`src/rtl/mips_ctrl_pkg.sv`:
```
// Shared types and constants for the multicycle MIPS main control FSM.
// Opcodes, state encoding, ALU-op / mux-select codes and the control word.
package mips_ctrl_pkg;

  localparam logic [5:0] OP_R    = 6'b000000;
  localparam logic [5:0] OP_LW   = 6'b100011;
  localparam logic [5:0] OP_SW   = 6'b101011;
  localparam logic [5:0] OP_BEQ  = 6'b000100;
  localparam logic [5:0] OP_ADDI = 6'b001000;
  localparam logic [5:0] OP_SLTI = 6'b001010;
  localparam logic [5:0] OP_J    = 6'b000010;

  localparam logic [1:0] ALUOP_ADD   = 2'b00;
  localparam logic [1:0] ALUOP_SUB   = 2'b01;
  localparam logic [1:0] ALUOP_FUNCT = 2'b10;
  localparam logic [1:0] ALUOP_SLT   = 2'b11;

  localparam logic [1:0] SRCB_RT     = 2'b00;
  localparam logic [1:0] SRCB_FOUR   = 2'b01;
  localparam logic [1:0] SRCB_IMM    = 2'b10;
  localparam logic [1:0] SRCB_IMM_SH = 2'b11;

  localparam logic [1:0] PCSRC_ALU    = 2'b00;
  localparam logic [1:0] PCSRC_ALUOUT = 2'b01;
  localparam logic [1:0] PCSRC_JUMP   = 2'b10;

  typedef enum logic [3:0] {
    S_IDLE   = 4'd0,
    S_FETCH  = 4'd1,
    S_DECODE = 4'd2,
    S_MEMADR = 4'd3,
    S_MEMRD  = 4'd4,
    S_MEMWB  = 4'd5,
    S_MEMWR  = 4'd6,
    S_REXEC  = 4'd7,
    S_RWB    = 4'd8,
    S_BRANCH = 4'd9,
    S_IEXEC  = 4'd10,
    S_IWB    = 4'd11,
    S_JUMP   = 4'd12
  } state_e;

  // gate: ir_write/pc_write/done only take effect on a mem_ready cycle
  typedef struct packed {
    logic       mem_req;
    logic       mem_write;
    logic       ior_d;
    logic       ir_write;
    logic       reg_write;
    logic       reg_dst;
    logic       mem_to_reg;
    logic       alu_src_a;
    logic [1:0] alu_src_b;
    logic [1:0] alu_op;
    logic [1:0] pc_src;
    logic       pc_write;
    logic       branch;
    logic       done;
    logic       gate;
  } ctrl_t;

  function automatic logic op_legal(input logic [5:0] op);
    return (op == OP_R)    || (op == OP_LW)   ||
           (op == OP_SW)   || (op == OP_BEQ)  ||
           (op == OP_ADDI) || (op == OP_SLTI) ||
           (op == OP_J);
  endfunction

endpackage

```
`src/rtl/mips_multicycle_ctrl_if.sv`:
```
// Control bus between main FSM and multicycle datapath/memory.
// master: FSM side (drives controls); slave: datapath side.
interface mips_ctrl_if;
  logic [5:0] opcode;
  logic       zero;
  logic       mem_ready;
  logic       mem_req;
  logic       mem_write;
  logic       ior_d;
  logic       ir_write;
  logic       reg_write;
  logic       reg_dst;
  logic       mem_to_reg;
  logic       alu_src_a;
  logic [1:0] alu_src_b;
  logic [1:0] alu_op;
  logic [1:0] pc_src;
  logic       pc_en;
  logic       retire;
  logic       illegal_op;

  modport master (
    input  opcode, zero, mem_ready,
    output mem_req, mem_write, ior_d,
    output ir_write, reg_write, reg_dst,
    output mem_to_reg, alu_src_a, alu_src_b,
    output alu_op, pc_src, pc_en,
    output retire, illegal_op
  );

  modport slave (
    output opcode, zero, mem_ready,
    input  mem_req, mem_write, ior_d,
    input  ir_write, reg_write, reg_dst,
    input  mem_to_reg, alu_src_a, alu_src_b,
    input  alu_op, pc_src, pc_en,
    input  retire, illegal_op
  );
endinterface

```
`src/rtl/mips_ctrl_outdec.sv`:
```
// Moore output decoder: state + captured opcode -> control word.
// in: state, opc; out: cw (ungated control word).
module mips_ctrl_outdec
  import mips_ctrl_pkg::*;
(
  input  state_e     state,
  input  logic [5:0] opc,
  output ctrl_t      cw
);

  always_comb begin
    cw = '0;
    unique case (state)
      S_FETCH: begin
        cw.mem_req   = 1'b1;
        cw.ir_write  = 1'b1;
        cw.pc_write  = 1'b1;
        cw.alu_src_b = SRCB_FOUR;
        cw.alu_op    = ALUOP_ADD;
        cw.pc_src    = PCSRC_ALU;
        cw.gate      = 1'b1;
      end
      S_DECODE: begin
        cw.alu_src_b = SRCB_IMM_SH;
        cw.alu_op    = ALUOP_ADD;
      end
      S_MEMADR: begin
        cw.alu_src_a = 1'b1;
        cw.alu_src_b = SRCB_IMM;
        cw.alu_op    = ALUOP_ADD;
      end
      S_MEMRD: begin
        cw.mem_req = 1'b1;
        cw.ior_d   = 1'b1;
      end
      S_MEMWB: begin
        cw.reg_write  = 1'b1;
        cw.mem_to_reg = 1'b1;
        cw.done       = 1'b1;
      end
      S_MEMWR: begin
        cw.mem_req   = 1'b1;
        cw.mem_write = 1'b1;
        cw.ior_d     = 1'b1;
        cw.done      = 1'b1;
        cw.gate      = 1'b1;
      end
      S_REXEC: begin
        cw.alu_src_a = 1'b1;
        cw.alu_src_b = SRCB_RT;
        cw.alu_op    = ALUOP_FUNCT;
      end
      S_RWB: begin
        cw.reg_write = 1'b1;
        cw.reg_dst   = 1'b1;
        cw.done      = 1'b1;
      end
      S_BRANCH: begin
        cw.alu_src_a = 1'b1;
        cw.alu_src_b = SRCB_RT;
        cw.alu_op    = ALUOP_SUB;
        cw.pc_src    = PCSRC_ALUOUT;
        cw.branch    = 1'b1;
        cw.done      = 1'b1;
      end
      S_IEXEC: begin
        cw.alu_src_a = 1'b1;
        cw.alu_src_b = SRCB_IMM;
        cw.alu_op    = (opc == OP_SLTI) ?
                       ALUOP_SLT : ALUOP_ADD;
      end
      S_IWB: begin
        cw.reg_write = 1'b1;
        cw.done      = 1'b1;
      end
      S_JUMP: begin
        cw.pc_src   = PCSRC_JUMP;
        cw.pc_write = 1'b1;
        cw.done     = 1'b1;
      end
      default: cw = '0;
    endcase
  end

endmodule

```
`src/rtl/mips_multicycle_ctrl.sv`:
```
// Main control FSM of the multicycle MIPS datapath.
// Ports: clk, rst_n (async low), bus (mips_ctrl_if.master).
module mips_multicycle_ctrl
  import mips_ctrl_pkg::*;
#(
  parameter bit MEM_HS = 1'b1
) (
  input  logic          clk,
  input  logic          rst_n,
  mips_ctrl_if.master   bus
);

  state_e     state_q, state_d;
  logic [5:0] opc_q, opc_d;
  ctrl_t      cw;
  logic       rdy;
  logic       fire;

  assign rdy = MEM_HS ? bus.mem_ready : 1'b1;

  always_comb begin
    state_d = state_q;
    opc_d   = opc_q;
    unique case (state_q)
      S_IDLE:   state_d = S_FETCH;
      S_FETCH:  if (rdy) state_d = S_DECODE;
      S_DECODE: begin
        opc_d = bus.opcode;
        unique case (1'b1)
          (bus.opcode == OP_LW),
          (bus.opcode == OP_SW):   state_d = S_MEMADR;
          (bus.opcode == OP_R):    state_d = S_REXEC;
          (bus.opcode == OP_BEQ):  state_d = S_BRANCH;
          (bus.opcode == OP_ADDI),
          (bus.opcode == OP_SLTI): state_d = S_IEXEC;
          (bus.opcode == OP_J):    state_d = S_JUMP;
          default:                 state_d = S_FETCH;
        endcase
      end
      S_MEMADR: state_d = (opc_q == OP_SW) ?
                          S_MEMWR : S_MEMRD;
      S_MEMRD:  if (rdy) state_d = S_MEMWB;
      S_MEMWB:  state_d = S_FETCH;
      S_MEMWR:  if (rdy) state_d = S_FETCH;
      S_REXEC:  state_d = S_RWB;
      S_RWB:    state_d = S_FETCH;
      S_BRANCH: state_d = S_FETCH;
      S_IEXEC:  state_d = S_IWB;
      S_IWB:    state_d = S_FETCH;
      S_JUMP:   state_d = S_FETCH;
      default:  state_d = S_IDLE;
    endcase
  end

  always_ff @(posedge clk or negedge rst_n) begin
    if (!rst_n) begin
      state_q <= S_IDLE;
      opc_q   <= '0;
    end else begin
      state_q <= state_d;
      opc_q   <= opc_d;
    end
  end

  mips_ctrl_outdec u_outdec (
    .state (state_q),
    .opc   (opc_q),
    .cw    (cw)
  );

  assign fire = ~cw.gate | rdy;

  assign bus.mem_req    = cw.mem_req;
  assign bus.mem_write  = cw.mem_write;
  assign bus.ior_d      = cw.ior_d;
  assign bus.ir_write   = cw.ir_write & fire;
  assign bus.reg_write  = cw.reg_write;
  assign bus.reg_dst    = cw.reg_dst;
  assign bus.mem_to_reg = cw.mem_to_reg;
  assign bus.alu_src_a  = cw.alu_src_a;
  assign bus.alu_src_b  = cw.alu_src_b;
  assign bus.alu_op     = cw.alu_op;
  assign bus.pc_src     = cw.pc_src;
  assign bus.pc_en      = (cw.pc_write & fire) |
                          (cw.branch & bus.zero);
  assign bus.retire     = cw.done & fire;
  assign bus.illegal_op = (state_q == S_DECODE) &
                          ~op_legal(bus.opcode);

endmodule
```
`src/flat_wrapper.sv`:
```
// flat-port wrapper written by rule: the top's interface ports become plain ports
module mips_multicycle_ctrl_flat import mips_ctrl_pkg::*;
#(
  parameter bit MEM_HS = 1'b1
)
  (clk, rst_n, bus_opcode, bus_zero, bus_mem_ready, bus_mem_req, bus_mem_write, bus_ior_d, bus_ir_write, bus_reg_write, bus_reg_dst, bus_mem_to_reg, bus_alu_src_a, bus_alu_src_b, bus_alu_op, bus_pc_src, bus_pc_en, bus_retire, bus_illegal_op);
  mips_ctrl_if bus_i ();
  input  logic clk;
  input  logic rst_n;
  input wire logic [$bits(bus_i.opcode)-1:0] bus_opcode;
  input wire logic [$bits(bus_i.zero)-1:0] bus_zero;
  input wire logic [$bits(bus_i.mem_ready)-1:0] bus_mem_ready;
  output wire logic [$bits(bus_i.mem_req)-1:0] bus_mem_req;
  output wire logic [$bits(bus_i.mem_write)-1:0] bus_mem_write;
  output wire logic [$bits(bus_i.ior_d)-1:0] bus_ior_d;
  output wire logic [$bits(bus_i.ir_write)-1:0] bus_ir_write;
  output wire logic [$bits(bus_i.reg_write)-1:0] bus_reg_write;
  output wire logic [$bits(bus_i.reg_dst)-1:0] bus_reg_dst;
  output wire logic [$bits(bus_i.mem_to_reg)-1:0] bus_mem_to_reg;
  output wire logic [$bits(bus_i.alu_src_a)-1:0] bus_alu_src_a;
  output wire logic [$bits(bus_i.alu_src_b)-1:0] bus_alu_src_b;
  output wire logic [$bits(bus_i.alu_op)-1:0] bus_alu_op;
  output wire logic [$bits(bus_i.pc_src)-1:0] bus_pc_src;
  output wire logic [$bits(bus_i.pc_en)-1:0] bus_pc_en;
  output wire logic [$bits(bus_i.retire)-1:0] bus_retire;
  output wire logic [$bits(bus_i.illegal_op)-1:0] bus_illegal_op;
  assign bus_i.opcode = bus_opcode;
  assign bus_i.zero = bus_zero;
  assign bus_i.mem_ready = bus_mem_ready;
  assign bus_mem_req = bus_i.mem_req;
  assign bus_mem_write = bus_i.mem_write;
  assign bus_ior_d = bus_i.ior_d;
  assign bus_ir_write = bus_i.ir_write;
  assign bus_reg_write = bus_i.reg_write;
  assign bus_reg_dst = bus_i.reg_dst;
  assign bus_mem_to_reg = bus_i.mem_to_reg;
  assign bus_alu_src_a = bus_i.alu_src_a;
  assign bus_alu_src_b = bus_i.alu_src_b;
  assign bus_alu_op = bus_i.alu_op;
  assign bus_pc_src = bus_i.pc_src;
  assign bus_pc_en = bus_i.pc_en;
  assign bus_retire = bus_i.retire;
  assign bus_illegal_op = bus_i.illegal_op;
  mips_multicycle_ctrl #(.MEM_HS(MEM_HS)) u_core (.clk(clk), .rst_n(rst_n), .bus(bus_i));
endmodule
```
`config.mk`:
```
export PLATFORM = sky130hd
export DESIGN_NAME = mips_multicycle_ctrl_flat
export DESIGN_NICKNAME = d
export VERILOG_FILES = /design/src/rtl/mips_ctrl_pkg.sv /design/src/rtl/mips_multicycle_ctrl_if.sv /design/src/rtl/mips_ctrl_outdec.sv /design/src/rtl/mips_multicycle_ctrl.sv /design/src/flat_wrapper.sv
export SDC_FILE = /design/constraint.sdc
export NUM_CORES = 1
export LEC_CHECK = 0
export ABC_AREA = 1
export BUFFER_PORTS_ARGS = -buffer_cell sky130_fd_sc_hd__buf_2
export CORE_UTILIZATION = 44
export CTS_CLUSTER_SIZE = 12
export DETAILED_ROUTE_END_ITERATION = 16
export GPL_TIMING_DRIVEN = 0
export PLACE_DENSITY = 0.85
export SLEW_MARGIN = 10
export SYNTH_ARGS = -nofsm -noshare
export SYNTH_HDL_FRONTEND = slang
export SYNTH_SLANG_ARGS = --single-unit
export TNS_END_PERCENT = 100
```
`constraint.sdc`:
```
create_clock -name clk -period 1.14 [get_ports clk]
set_input_delay 0.228 -clock clk [delete_from_list [all_inputs] [get_ports clk]]
set_output_delay 0.228 -clock clk [all_outputs]
set_load 0.05 [all_outputs]
```
==> metrics, run 1 <==
outcome=aborted with a tool error; Fail Step=global routing; error msg=[ERROR GRT-0232] Routing congestion too high. Check the congestion heatmap in the GUI.; Tot GR Track Use=0.7300; Post-Syn Nets=between 100 and 150; Num CTS Buffers=3; CTS max path bufs=2; Starting Density=0.4681; port bufs=26; grt ovf=36; post-synthesis sequential area ratio=0.3096; Top FF cell, synth=dfrtp_1; Syn Inst Count=128; Worst End Pin Type=primary output; Sink Count=10; row count=15; Ys Warns=0; I/O pin count=27; Synth Cell Area=808.3 µm²; htree depth=1; EDFF count, synth=0; DP Area=1111 µm²; largest net degree at the start of global routing=11; hpwl dp=1731 µm; Die Width=44.86 µm; worst_ep grt=bus_pc_en; CTS root buf=clkbuf_4; Seq cells post-synth=10; Mapped Avg Cell Area=6.315 µm²; GPL Wtd Cong=0.8068; die height=44.86 µm; asr flop ratio synth=1.000; synth unique cells=24
==> kinds of logic after synthesis <==
kind of cell	synth area share
AO/OA/AOI/OAI	0.1084
buffers and inverters	0.09288
flip-flops	0.3096
AND/OR/NAND/NOR	0.4892
==> routing by layer <==
| layer | overflow | track usage |
|---|---|---|
| met5 | 0 | 0.1143 |
| met3 | 0 | 0.4760 |
| met4 | 17 | 0.9212 |
| met2 | 19 | 0.9529 |
| met1 | 0 | 0.6734 |
==> through the flow <==
step           std cells  hold WS (ns)  setup TNS (ns)  worst slack [ns]
3_5_place_dp         179       0.09449          -8.090           -0.8070
3_3_place_gp         179       0.09112          -7.117           -0.7434
4_1_cts              198        0.2117          -10.31           -0.6369
2_1_floorplan        128      -0.06759          -6.475           -0.7210
==> cells in the mapped netlist (2+ instances only) <==
library cell  instances  area [µm²]
nand2_1              40       150.1
nand2_2               2       12.51
nor2_1               19       71.32
inv_2                 3       11.26
nand3_1              10       50.05
o21ai_0               5       25.02
nor2_2                6       37.54
nand4_1               2       12.51
inv_1                13       48.80
o21ai_1               4       20.02
o21a_1                2       15.01
dfrtp_1              10       250.2
==> what timing repair did <==
item,in CTS
hold endpoints to repair,10
gates resized for setup,60
setup endpoints to repair,27
hold buffers,1
buffers inserted,14
pin swaps,11
==> inputs of run 2 (changes only) <==
Settings changed: CORE_AREA from default to 2 2 63 65, CORE_UTILIZATION 44 to default, CTS_CLUSTER_SIZE 12 to default, DIE_AREA from default to 0 0 65 67, PLACE_DENSITY 0.85 to default, PLACE_DENSITY_LB_ADDON from default to 0.15.
Clock period 1.14 ns to 1.5 ns, I/O delays scaled along.
==> metrics, run 2 <==
Die Width=65 µm (was 44.86 µm); Fin. Hold Viols=0; worst-skew pair later-pin latency=roughly 0.24 ns; top area cells in the synthesized netlist=dfrtp_1, nand2_1, nor2_1 (unchanged); Pwr Density=2028 nW/µm²; vias in the first global route=1037; Mapped Avg Cell Area=6.315 µm² (unchanged); area delta synth->final=118.1%; Seq cells post-synth=10 (unchanged); global-route wire length before repair=4657 µm; Synth Cell Area=808.3 µm² (unchanged); Crit Path Max Fanout=4; Register Area=255.2 µm²; routed wire length per instance=12.12 µm; CP startpoint kind=flip-flop; Top FF cell, synth=dfrtp_1 (unchanged); Residual DRC=0; Sink Count=10 (unchanged); total chip power=3574 µW; Arr. time, crit path=around 1.5 ns; Total Nets Final=201; Worst Hold Path Cells=3; Pleak=between 0.0008 and 0.0009 µW; largest net degree at the start of global routing=11; area share of the largest cell type after synthesis=0.3096 (unchanged); Design Area, Final=1763 µm²; setup slack, reg-to-reg=0.02 ns; hold path start=bus_opcode[4]; core footprint=3606 µm²; EDFF count, synth=0 (unchanged); Worst slew margin=0.8419; I/O pin count=27 (unchanged); fin crit period=around 1.8 ns; DP Area=1109 µm² (was 1111 µm²); worst min path class=in -> reg; CTS root buf=clkbuf_8 (was clkbuf_4); Total Wirelength=~2900 µm; die height=67 µm (was 44.86 µm); layout cell share with drive strength beyond 1=0.6000; Largest Register=u_core.opc_q; WHS Endpoint=u_core.opc_q[4]$_DFFE_PN0P_; commonest cells after routing, fill and taps aside=nand2_1, buf_4, buf_6; Die Area=approximately 4400 µm²; synth cell count leaders=nand2_1, nor2_1, inv_1, dfrtp_1, nand3_1 (unchanged); grt ovf=0; RSZ-0062 raised after global routing=true; DR vias=1044; post-synthesis sequential area ratio=0.3096 (unchanged); initial antenna violation count=0; reg-to-reg startpoint=u_core.state_q[1]$_DFFE_PN0P_; Worst-Margin Slew=0.2363 ns; DR iter-0 viols=32; Final Max Tran Viols=0; CTS tree=built; port bufs=26 (unchanged); Place WS=-0.4855 ns (was -0.8070 ns); hold_ws=0.3053 ns; violated checks=negative setup slack; Post-Syn Nets=138 (unchanged); Setup TNS=-3.561 ns; outcome=complete, but fails checks (was aborted with a tool error); multi-input logic area=734.5 µm²; final antenna-violating net count=0; Final setup viols=17; crit path kind=reg -> out; commonest non-fill, non-tap cell in the layout=nand2_1; Pre-Repair DR Iteration Count=4; max reg flops=6; RR Endpoint=u_core.state_q[0]$_DFFE_PN0P_; Tot GR Track Use=0.1410; synth unique cells=24 (unchanged); Syn Inst Count=128 (unchanged); clock skew=0.004345 ns; Starting Density=0.2241 (was 0.4681); Yosys top cell by area=dfrtp_1 (unchanged); row count=22 (was 15); Critical Path End Type=output port; Filler Cell Count=350; CTS max path bufs=2 (unchanged); largest registers=u_core.opc_q: 6 flops, u_core.state_q: 4 flops; Num CTS Buffers=3 (unchanged); r2r worst-path depth=10; Vias/cell=4.387; Achievable Freq=551.7 MHz; crit share post-route=1.208; ANT cells=0; Final WS setup=-0.3124 ns; Max Cap Viol=0; top-count cell post-synth=nand2_1 (unchanged); GPL Wtd Cong=0.7460 (was 0.8068); Peak VDD IR=864.2 µV; hpwl dp=1951 µm (was 1731 µm); htree depth=1 (unchanged); Clk pin slew, worst setup/hold paths=about 0.050 ns; Ys Warns=0 (unchanged); CP required=1.20 ns; asr flop ratio synth=1.000 (unchanged)
run 2: worst max path at each step:
| stage | startpoint | end | depth (start not counted) |
|---|---|---|---|
| global placement | u_core.state_q[2]$_DFFE_PN0P_ | bus_alu_op[1] | 6 |
| CTS | u_core.state_q[3]$_DFFE_PN0P_ | bus_pc_en | 7 |
| floorplan | u_core.state_q[0]$_DFFE_PN0P_ | bus_retire | 5 |
| global route | u_core.state_q[0]$_DFFE_PN0P_ | bus_alu_op[0] | 6 |
| finish | u_core.state_q[0]$_DFFE_PN0P_ | bus_pc_en | 7 |
| detailed placement | u_core.state_q[2]$_DFFE_PN0P_ | bus_alu_op[0] | 6 |
run 2: routing by layer:
metal	global-route usage	routed length, µm	up-vias
met2	0.2474	1530	25
met5	0	0	-
met1	0.1655	1194	482
met3	0.02196	103	4
li1	-	-	533
met4	0.07181	57	0
run 2: layout make-up:
cell class	count	area share
multi-input cells	100	0.4166
inverters	17	0.04684
flip-flops and latches	10	0.1448
repair buffers	58	0.3201
clock buffers	4	0.03123
plain buffers	1	0.006388
well taps	48	0.03407
run 2: per-stage QoR:
step,cells,util
global route,238,0.4889
floorplan,128,-
CTS,229,0.4518
finish,238,0.4889
detailed placement,202,0.3074
global placement,202,0.3074
run 2: repair_timing:
| action | CTS | global route |
|---|---|---|
| endpoints found under the hold margin | 10 | 0 |
| setup endpoints to repair | 17 | 17 |
| buffers inserted | 22 | 10 |
| pin swaps | 14 | 5 |
| gates resized for setup | 74 | 14 |
| hold buffers | 1 | 0 |
run 2: cells by family (layout without fill, tap and decap cells):
family | after synthesis | in the layout | share of synthesized area
AO/OA/AOI/OAI | 14 | 14 | 0.1084
flip-flops | 10 | 10 | 0.3096
AND/OR/NAND/NOR | 86 | 86 | 0.4892
buffers and inverters | 18 | 80 | 0.09288
run 2: worst max-delay path: stages, from the launching register on:
cell	delay, ns
dfrtp_2	0.45
inv_4	0.09
buf_4	0.11
nand2_4	0.07
nor3_4	0.17
nor2_1	0.10
o21ai_4	0.12
buf_6	0.17
run 2: report_power, final:
group / internal, µW / switching [µW]
registers: 397 / 114
logic: 1150 / 1560
clock network: 231 / 114
total: 1780 / 1790
Note: power is estimated with default switching activity, not from simulation.
==> inputs of run 3 (changes only) <==
Settings changed: GPL_TIMING_DRIVEN 0 to default.
==> metrics, run 3 (synthesis results as in run 2) <==
initial antenna violation count=0 (unchanged); vias in the first global route=1064 (was 1037); Final setup viols=16 (was 17); port bufs=26 (unchanged); crit share post-route=1.220 (was 1.208); ANT cells=0 (unchanged); outcome=complete, but fails checks (unchanged); largest net degree at the start of global routing=12 (was 11); Pwr Density=1938 nW/µm² (was 2028 nW/µm²); part of the power in the clock network=0.094 (was 0.097); multi-input logic area=716.9 µm² (was 734.5 µm²); Final Max Tran Viols=0 (unchanged); CTS max path bufs=2 (unchanged); CTS root buf=clkbuf_8 (unchanged); DR vias=1079 (was 1044); Comb pwr share=0.772 (was 0.761); Critical Path End Type=output port (unchanged); WHS Endpoint=u_core.opc_q[5]$_DFFE_PN0P_ (was u_core.opc_q[4]$_DFFE_PN0P_); row count=22 (unchanged); final antenna-violating net count=0 (unchanged); DP Area=1345 µm² (was 1109 µm²); Total Wirelength=2796 µm (was 2885 µm); Fin. Hold Viols=0 (unchanged); commonest cells after routing, fill and taps aside=buf_4, nand2_1, buf_6 (was nand2_1, buf_4, buf_6); Achievable Freq=546.2 MHz (was 551.7 MHz); RR Endpoint=u_core.opc_q[5]$_DFFE_PN0P_ (was u_core.state_q[0]$_DFFE_PN0P_); internal cell power=1826 µW (was 1782 µW); hold_ws=0.3640 ns (was 0.3053 ns); Filler Cell Count=355 (was 350); CTS tree=built (unchanged); Pleak=0.0009207 µW (was 0.0008453 µW); Final WS setup=-0.3307 ns (was -0.3124 ns); grt ovf=0 (unchanged); RSZ-0062 raised after global routing=true (unchanged); sw frac=0.4899 (was 0.5015); Arr. time, crit path=1.53 ns (was 1.51 ns); slowest cell on the critical path=dfrtp_2 (unchanged); Design Area, Final=1847 µm² (was 1763 µm²); Vias/cell=4.215 (was 4.387); slowest stage delay, CP=0.43 ns (was 0.45 ns); CP required=1.20 ns (about the same); Clk pin slew, worst setup/hold paths=0.04 ns (was 0.05 ns); clock skew=0.003947 ns (was 0.004345 ns); setup slack, reg-to-reg=0.08 ns (was 0.02 ns); Total Nets Final=219 (was 201); Register Area=252.7 µm² (was 255.2 µm²); GPL Wtd Cong=0.7742 (was 0.7460); Worst-Margin Slew=0.2389 ns (was 0.2363 ns); Max Cap Viol=0 (unchanged); crit path kind=reg -> out (unchanged); Die Width=65 µm (unchanged); Worst slew margin=0.8401 (was 0.8419); I/O pin count=27 (unchanged); max reg flops=6 (unchanged); worst-skew pair later-pin latency=0.24 ns (about the same); Worst Hold Path Cells=3 (unchanged); Peak VDD IR=904.9 µV (was 864.2 µV); P_sw=1754 µW (was 1792 µW); global-route wire length before repair=4595 µm (was 4657 µm); Num CTS Buffers=3 (unchanged); die height=67 µm (unchanged); CP startpoint kind=flip-flop (unchanged); DR iter-0 viols=12 (was 32); area delta synth->final=128.5% (was 118.1%); Crit Path Max Fanout=4 (unchanged); violated checks=negative setup slack (unchanged); Starting Density=0.2241 (unchanged); htree depth=1 (unchanged); Tot GR Track Use=0.1407 (was 0.1410); layout cell share with drive strength beyond 1=0.6106 (was 0.6000); commonest non-fill, non-tap cell in the layout=buf_4 (was nand2_1); Die Area=4355 µm² (unchanged); reg-to-reg startpoint=u_core.state_q[0]$_DFFE_PN0P_ (was u_core.state_q[1]$_DFFE_PN0P_); hpwl dp=2198 µm (was 1951 µm); r2r worst-path depth=9 (was 10); Residual DRC=0 (unchanged); core footprint=3606 µm² (unchanged); largest registers=u_core.opc_q: 6 flops, u_core.state_q: 4 flops (unchanged); worst min path class=in -> reg (unchanged); Reg power frac=0.134 (was 0.143); hold path start=bus_opcode[5] (was bus_opcode[4]); Largest Register=u_core.opc_q (unchanged); Sink Count=10 (unchanged); routed wire length per instance=10.92 µm (was 12.12 µm); Pre-Repair DR Iteration Count=3 (was 4); total chip power=3580 µW (was 3574 µW); fin crit period=1.831 ns (was 1.812 ns); worst path cell trace=inv_4 -> nand4_1 -> nor3_2 -> nand3_2 -> nand2_4 -> buf_8 (was inv_4 -> buf_4 -> nand2_4 -> nor3_4 -> nor2_1 -> o21ai_4 -> buf_6)
## run 3: cell count changes in the layout (fill, tap and decap cells not counted), moves of 2 or more
cell	before	now
buf_4	23	42
buf_12	2	0
dfrtp_1	6	8
dfrtp_2	4	2
## run 3: worst max-delay path by stage
stage / to / slack, ns / startpoint / depth (start not counted)
2_1_floorplan: bus_retire / -0.43 / u_core.state_q[0]$_DFFE_PN0P_ / 5
3_3_place_gp: bus_pc_en / -0.19 / u_core.state_q[1]$_DFFE_PN0P_ / 7
3_5_place_dp: bus_pc_en / -0.24 / u_core.state_q[1]$_DFFE_PN0P_ / 7
4_1_cts: bus_alu_op[0] / -0.28 / u_core.state_q[0]$_DFFE_PN0P_ / 6
5_1_grt: bus_alu_op[0] / -0.39 / u_core.state_q[0]$_DFFE_PN0P_ / 6
6_report: bus_alu_op[0] / -0.33 / u_core.state_q[0]$_DFFE_PN0P_ / 6
## run 3: layout make-up
| type | count | share of cell area |
|---|---|---|
| clock buffer | 4 | 0.02981 |
| inverter | 17 | 0.03930 |
| multi-input combinational | 100 | 0.3882 |
| sequential | 10 | 0.1369 |
| tap | 48 | 0.03252 |
| timing repair buffer | 77 | 0.3733 |
## run 3: worst max-delay path, delay by kind of cell, from the launching register on
| kind | cells | cell delay [ns] |
|---|---|---|
| flip-flops | 1 | 0.43 |
| buffers and inverters | 2 | 0.21 |
| AND/OR/NAND/NOR | 4 | 0.65 |
## run 3: metrics by stage
stage / setup TNS [ns] / setup slack, ns / utilization / cells
5_1_grt: -4.137 / -0.3873 / 0.5121 / 256
4_1_cts: -2.868 / -0.2822 / 0.4702 / 246
3_5_place_dp: -1.460 / -0.2393 / 0.3730 / 234
3_3_place_gp: -1.272 / -0.1918 / 0.3730 / 234
2_1_floorplan: -1.984 / -0.4330 / - / 128
6_report: -3.028 / -0.3307 / 0.5121 / 256
## run 3: metal layers
metal	share of wire	vias up	global-route usage	wire, µm
li1	-	569	-	-
met3	0.043	7	0.01858	121
met1	0.39	479	0.1505	1077
met2	0.55	24	0.2758	1536
met4	0.021	0	0.05585	60
met5	0	-	0	0
## run 3: power by group through the flow
| stage | Clock [µW] | Sequential (µW) | Combinational, µW |
|---|---|---|---|
| after floorplan | 0 | 490 | 1350 |
| after global placement | 0 | 481 | 1970 |
| after detailed placement | 0 | 480 | 1980 |
| after CTS | 341 | 478 | 2460 |
| after global routing | 360 | 499 | 2950 |
| final | 336 | 480 | 2760 |
## run 3: timing repair
action,CTS,global route
endpoints found under the hold margin,10,0
hold buffers,1,0
endpoints found under the setup margin,17,20
gates resized for setup,65,17
pin swaps,8,9
buffers inserted,7,11
